===== config.mk =====
export PLATFORM = sky130hd
export DESIGN_NAME = dev_timer
export DESIGN_NICKNAME = d
export VERILOG_FILES = /design/src/rtl/dev_timer_pkg.sv /design/src/rtl/dev_timer.sv
export SDC_FILE = /design/constraint.sdc
export NUM_CORES = 1
export LEC_CHECK = 0
export BUFFER_PORTS_ARGS = -buffer_cell sky130_fd_sc_hd__buf_2
export CORE_MARGIN = 10
export CORE_UTILIZATION = 50
export CTS_BUF_LIST = sky130_fd_sc_hd__clkbuf_4 sky130_fd_sc_hd__clkbuf_8
export CTS_CLUSTER_SIZE = 12
export DETAILED_ROUTE_END_ITERATION = 7
export PLACE_DENSITY_LB_ADDON = 0.05
export SLEW_MARGIN = 0
export SYNTH_ARGS = -nofsm -noshare
export SYNTH_HDL_FRONTEND = slang
export SYNTH_SLANG_ARGS = --single-unit
export TNS_END_PERCENT = 30

===== constraint.sdc =====
create_clock -name clk -period 2.4 [get_ports clk]
set_input_delay 0.24 -clock clk [delete_from_list [all_inputs] [get_ports clk]]
set_output_delay 0.24 -clock clk [all_outputs]
set_load 0.1 [all_outputs]

===== src/rtl/dev_timer_pkg.sv =====
// ============================================================================
// dev_timer_pkg : register offsets, CTRL bit positions, FSM states, lane merge
// Revision 1.0
// ============================================================================
`default_nettype none

package dev_timer_pkg;

  localparam logic [1:0] TC_CTRL   = 2'd0;
  localparam logic [1:0] TC_PRESET = 2'd1;
  localparam logic [1:0] TC_COUNT  = 2'd2;

  localparam int CTRL_EN      = 0;
  localparam int CTRL_MODE_LO = 1;
  localparam int CTRL_MODE_HI = 2;
  localparam int CTRL_IM      = 3;

  typedef enum logic [1:0] {
    ST_IDLE = 2'd0,
    ST_LOAD = 2'd1,
    ST_CNT  = 2'd2,
    ST_INT  = 2'd3
  } state_e;

  // Replace each byte lane whose enable is set, keep the others.
  function automatic logic [31:0] lane_merge(input logic [31:0] old_v,
                                             input logic [31:0] new_v,
                                             input logic [3:0]  be);
    logic [31:0] res;
    res = old_v;
    for (int i = 0; i < 4; i++) begin
      if (be[i]) res[8*i +: 8] = new_v[8*i +: 8];
    end
    return res;
  endfunction

endpackage

`default_nettype wire


===== src/rtl/dev_timer.sv =====
// ============================================================================
// dev_timer : memory-mapped countdown timer (CTRL/PRESET/COUNT) with IRQ line
// Revision 1.0
// ============================================================================
`default_nettype none

module dev_timer
  import dev_timer_pkg::*;
#(
  parameter logic [31:0] BASE = 32'h0000_7F00
) (
  input  logic        clk,
  input  logic        reset,
  input  logic [31:0] addr,
  input  logic [31:0] wdata,
  input  logic [3:0]  byteen,
  output logic [31:0] rdata,
  output logic        irq
);

  logic [3:0]  ctrl_q;
  logic [31:0] preset_q;
  logic [31:0] count_q;
  logic        irq_pend_q;
  state_e      state_q;

  logic        sel;
  logic        wr_ctrl;
  logic        wr_preset;
  logic [31:0] ctrl_merged;
  logic [3:0]  ctrl_d;
  logic [31:0] preset_d;
  logic        en;
  logic        mode_nz;
  logic        unused_addr_lsb;

  assign sel       = (addr[31:4] == BASE[31:4]);
  assign wr_ctrl   = sel && (byteen != 4'b0000) && (addr[3:2] == TC_CTRL);
  assign wr_preset = sel && (byteen != 4'b0000) && (addr[3:2] == TC_PRESET);

  assign ctrl_merged = lane_merge({28'h0, ctrl_q}, wdata, byteen);
  assign ctrl_d      = ctrl_merged[3:0];
  assign preset_d    = lane_merge(preset_q, wdata, byteen);

  assign en      = ctrl_q[CTRL_EN];
  assign mode_nz = (ctrl_q[CTRL_MODE_HI:CTRL_MODE_LO] != 2'b00);

  assign unused_addr_lsb = ^addr[1:0];

  always_comb begin
    rdata = 32'h0;
    if (sel) begin
      case (addr[3:2])
        TC_CTRL:   rdata = {28'h0, ctrl_q};
        TC_PRESET: rdata = preset_q;
        TC_COUNT:  rdata = count_q;
        default:   rdata = 32'h0;
      endcase
    end
  end

  assign irq = ctrl_q[CTRL_IM] & irq_pend_q;

  always_ff @(posedge clk) begin
    if (reset) begin
      ctrl_q     <= 4'h0;
      preset_q   <= 32'h0;
      count_q    <= 32'h0;
      irq_pend_q <= 1'b0;
      state_q    <= ST_IDLE;
    end else begin
      // A bus write to CTRL overrides the one-shot En clear in INT.
      if (wr_ctrl) begin
        ctrl_q <= ctrl_d;
      end else if (state_q == ST_INT && !mode_nz) begin
        ctrl_q[CTRL_EN] <= 1'b0;
      end

      if (wr_preset) preset_q <= preset_d;

      if (state_q == ST_CNT && en && count_q == 32'h0) begin
        irq_pend_q <= 1'b1;
      end else if (wr_ctrl || (state_q == ST_INT && mode_nz)) begin
        irq_pend_q <= 1'b0;
      end

      case (state_q)
        ST_IDLE: if (en) state_q <= ST_LOAD;
        ST_LOAD: begin
          count_q <= preset_q;
          state_q <= ST_CNT;
        end
        ST_CNT: begin
          if (!en) begin
            state_q <= ST_IDLE;
          end else if (count_q == 32'h0) begin
            state_q <= ST_INT;
          end else begin
            count_q <= count_q - 32'd1;
          end
        end
        ST_INT:  state_q <= ST_IDLE;
        default: state_q <= ST_IDLE;
      endcase
    end
  end

endmodule

`default_nettype wire


==> impl_results.md <==
* Status: finished clean
* Number of flops mapped to enable cells by yosys at 0
* Worst EP arrival at 2.50 ns
* Tot GR Track Use at 0.192
* Max incr delay on CP at 0.49 ns
* Adder-cell area share of the yosys netlist at 0.00304
* Vias at 4,373
* Initial core utilization at 0.506
* Critical Path End: count_q[2]
* Max VDD drop at 0.000389 V
* Non-Filler Instances at 759
* Fillers at 706
* Core Area at 8130 µm²
* Yosys warnings at 0
* Mapped Avg Cell Area at 7.63 µm²
* Die area at 12,300 µm²
* Final worst-path cycle share at 0.953
* DRT iter0 DRCs at 300
* Share of cells above drive strength 1 at 0.321
* Root buf cell: clkbuf_8
* WL final at 12,400 µm
* Die Width at 111 µm
* WS Path Type: flip-flop to flip-flop
* Sequential area share after synthesis at 0.345
* Max clock buf depth at 2
* CP max FO at 13
* Final hold vios at 0
* Slew margin rel. at 0.584
* Number of synthesized register bits at 71
* R2R Path Start: count_q[1]
* Reg clk slew, reported paths at 0.07 ns
* Post-synthesis mux area share at 0.102
* Max-cap violations at 0
* Maximum number of pins on one net before global-route repair at 47
* Fin. max-slew vios at 0
* Pint at 0.00185 W
* Area growth syn-to-layout at 39.4%
* Final core utilization at 0.706
* Async SR Flop Fraction at 0
* Flop pwr share at 0.499
* P_leak at 2.11 nW
* Synth Area in Compound Gates at 0.222
* Slowest cell on crit path: or4b_4
* Cts bufs inserted at 9
* DP HPWL at 9290 µm
* Switching Share at 0.217
* Diode count at 0
* H-tree lvl count at 3
* Later-pin clock latency in the skew report at 0.34 ns
* Drc violations at 0
* Synthesized cell area at 4120 µm²
* Sw power at 0.000512 W
* Number of nets in the layout at 721
* Gate Count Post-Synth at 540
* First-pass GRT wire length at 20,700 µm
* DR WL/cell at 16.4 µm
* P per Cell Area at 411 nW/µm²
* DR pass1 iterations at 5
* Clock sink count at 71
* Min Tclk post-route at 2.29 ns
* Element type at the critical path start: flip-flop
* Critical path endpoint category: flip-flop
* Port Buffer Count at 100
* CP cell instances: inv_1 > ha_2 > or4b_4 > nor3_4 > and4_1 > o21ai_2 > buf_4 > nand2_1 > a21oi_1
* Netlist cell types at 55
* Clock Skew at 0.00767 ns
* Worst hold path type: input pin to flip-flop
* Worst Setup SP: count_q[1]
* Global route overflow at 0
* Clock power share at 0.452
* Crit Reg-Reg Endpoint: count_q[2]
* Pin slew with the least headroom to its limit at 0.624 ns
* FF-to-FF path depth at 9
* Setup slack, reg-to-reg at 0.11 ns
* Final setup violation count at 0
* Total power at 0.00236 W
* Initial antenna violation count at 0
* Critical Path RT at 2.61 ns
* Ports at 103
* Number of global-route vias before repair at 4,244
* Synth Flop Type: dfxtp_1
* RePlAce Congestion at 0.934
* Vias/cell at 5.76
* Placed Cells at 741
* Largest family of logic cells by synthesized area: simple AND/OR/NAND/NOR gates
* Syn nets at 611
* RSZ-0062 raised after global routing: true
* CTS tree: done
* Comb pwr share at 0.049
* Die height at 111 µm
* XOR/XNOR Fraction of Synth Area at 0
* Cell Rows at 33
* ANT nets after route at 0
* Fmax at 437 MHz
* Simple-gate share of the synthesized area at 0.278
[synthesized netlist by cell type, types with 2 or more instances]
cell / count / area (µm²)
or3_1: 7 / 43.8
nor3_1: 11 / 55.1
and3_1: 5 / 31.3
mux2i_1: 41 / 410
a21oi_1: 47 / 235
and2_1: 2 / 12.5
nand4_1: 5 / 31.3
nor2_1: 95 / 357
nor4b_1: 4 / 35.0
o32ai_1: 4 / 35.0
o211ai_1: 3 / 22.5
buf_2: 5 / 25.0
nand3_1: 3 / 15.0
inv_1: 4 / 15.0
a22oi_1: 28 / 210
o31a_1: 2 / 17.5
or2_2: 2 / 12.5
nor4_4: 2 / 42.5
a32oi_1: 2 / 17.5
nor4_1: 8 / 50.1
dfxtp_1: 71 / 1420
nor2b_1: 2 / 12.5
nand2b_1: 6 / 37.5
o22ai_1: 2 / 12.5
nand3b_1: 2 / 15.0
o31ai_1: 8 / 60.1
buf_1: 3 / 11.3
o21a_1: 5 / 37.5
clkbuf_1: 31 / 116
nand2_1: 66 / 248
buf_6: 2 / 22.5
a22o_1: 2 / 17.5
or4_1: 4 / 30.0
o21ai_0: 32 / 160
o41ai_1: 4 / 35.0
[kinds of logic after synthesis]
family / count (synthesis)
AOI/OAI and AO/OA: 146
adders and majority gates: 1
buffers and inverters: 47
DFF: 71
muxes: 42
and+or+nand+nor: 233
[layout by cell type (no fill, tap or decap), drive strengths merged, types with 3 or more instances in the layout]
| cell | netlist | layout |
|---|---|---|
| a21oi | 47 | 47 |
| a22oi | 28 | 28 |
| and3 | 5 | 5 |
| buf | 11 | 142 |
| clkbuf | 31 | 11 |
| dfxtp | 71 | 71 |
| inv | 4 | 4 |
| mux2i | 41 | 41 |
| nand2 | 66 | 66 |
| nand2b | 6 | 6 |
| nand3 | 3 | 3 |
| nand4 | 6 | 6 |
| nor2 | 95 | 95 |
| nor3 | 12 | 12 |
| nor4 | 10 | 10 |
| nor4b | 6 | 6 |
| o211ai | 3 | 3 |
| o21a | 5 | 5 |
| o21ai | 34 | 34 |
| o31ai | 8 | 8 |
| o32ai | 4 | 4 |
| o41ai | 4 | 4 |
| or3 | 7 | 7 |
| or4 | 5 | 5 |
[stage by stage]
stage               hold WS (ns)  setup WS [ns]  instance area, µm²  TNS, ns
detailed placement         0.481        -0.0273                5470  -0.0744
global route               0.124        -0.0325                5740   -0.122
global placement           0.473         0.0558                5470        0
CTS                        0.120         0.0320                5690        0
floorplan                  0.387         -0.320                4220    -5.96
finish                     0.130          0.113                5740        0
[power groups by stage]
| stage | clock (W) | combinational, W | sequential (W) |
|---|---|---|---|
| floorplan | 0 | 0.0000454 | 0.00120 |
| global placement | 0 | 0.000113 | 0.00120 |
| detailed placement | 0 | 0.000116 | 0.00120 |
| CTS | 0.00108 | 0.000117 | 0.00118 |
| global route | 0.00113 | 0.000127 | 0.00118 |
| finish | 0.00106 | 0.000116 | 0.00118 |
[worst min path at each step]
| stage | endpoint | start | depth (start not counted) | slack (ns) |
|---|---|---|---|---|
| after global routing | preset_q[24] | wdata[24] | 3 | 0.12 |
| after CTS | preset_q[22] | wdata[22] | 3 | 0.12 |
| after detailed placement | preset_q[22] | wdata[22] | 3 | 0.48 |
| after floorplan | ctrl_q[1] | wdata[1] | 2 | 0.39 |
| after global placement | preset_q[18] | wdata[18] | 3 | 0.47 |
| final | preset_q[19] | wdata[19] | 3 | 0.13 |
[registers in the layout (all words and copies together), names as in the netlist]
name        count
preset_q       32
count_q        32
state_q         2
ctrl_q          4
irq_pend_q      1
[final cells by class]
| class | instances | area [µm²] | area share |
|---|---|---|---|
| tap | 105 | 131 | 0.0229 |
| inverter | 4 | 15.0 | 0.00261 |
| clock inverter | 4 | 70.1 | 0.0122 |
| multi-input combinational | 422 | 2620 | 0.457 |
| timing repair buffer | 142 | 1340 | 0.233 |
| sequential | 71 | 1420 | 0.248 |
| clock buffer | 11 | 145 | 0.0253 |
[timing repair]
action / 4_1_cts / 5_1_grt
pin swaps: 0 / 21
gates resized for setup: 1 / 19
hold buffers: 0 / 0
endpoints found under the setup margin: 1 / 29
setup buffers: 0 / 3
[worst max-delay path, delay by kind of cell, from the launching register on]
family / cells / cell delay [ns]
AOI/OAI and AO/OA: 2 / 0.28
adders and majority gates: 1 / 0.16
buffers and inverters: 2 / 0.29
and+or+nand+nor: 4 / 1.10
DFF: 1 / 0.31
[per-layer routing]
metal	up-vias	part of all wire	global-route usage
met3	7	0.066	0.0557
met5	-	0	0
li1	2161	-	-
met2	156	0.49	0.325
met4	0	0.0063	0.0373
met1	2049	0.43	0.237
Note: power is estimated with default switching activity, not from simulation.
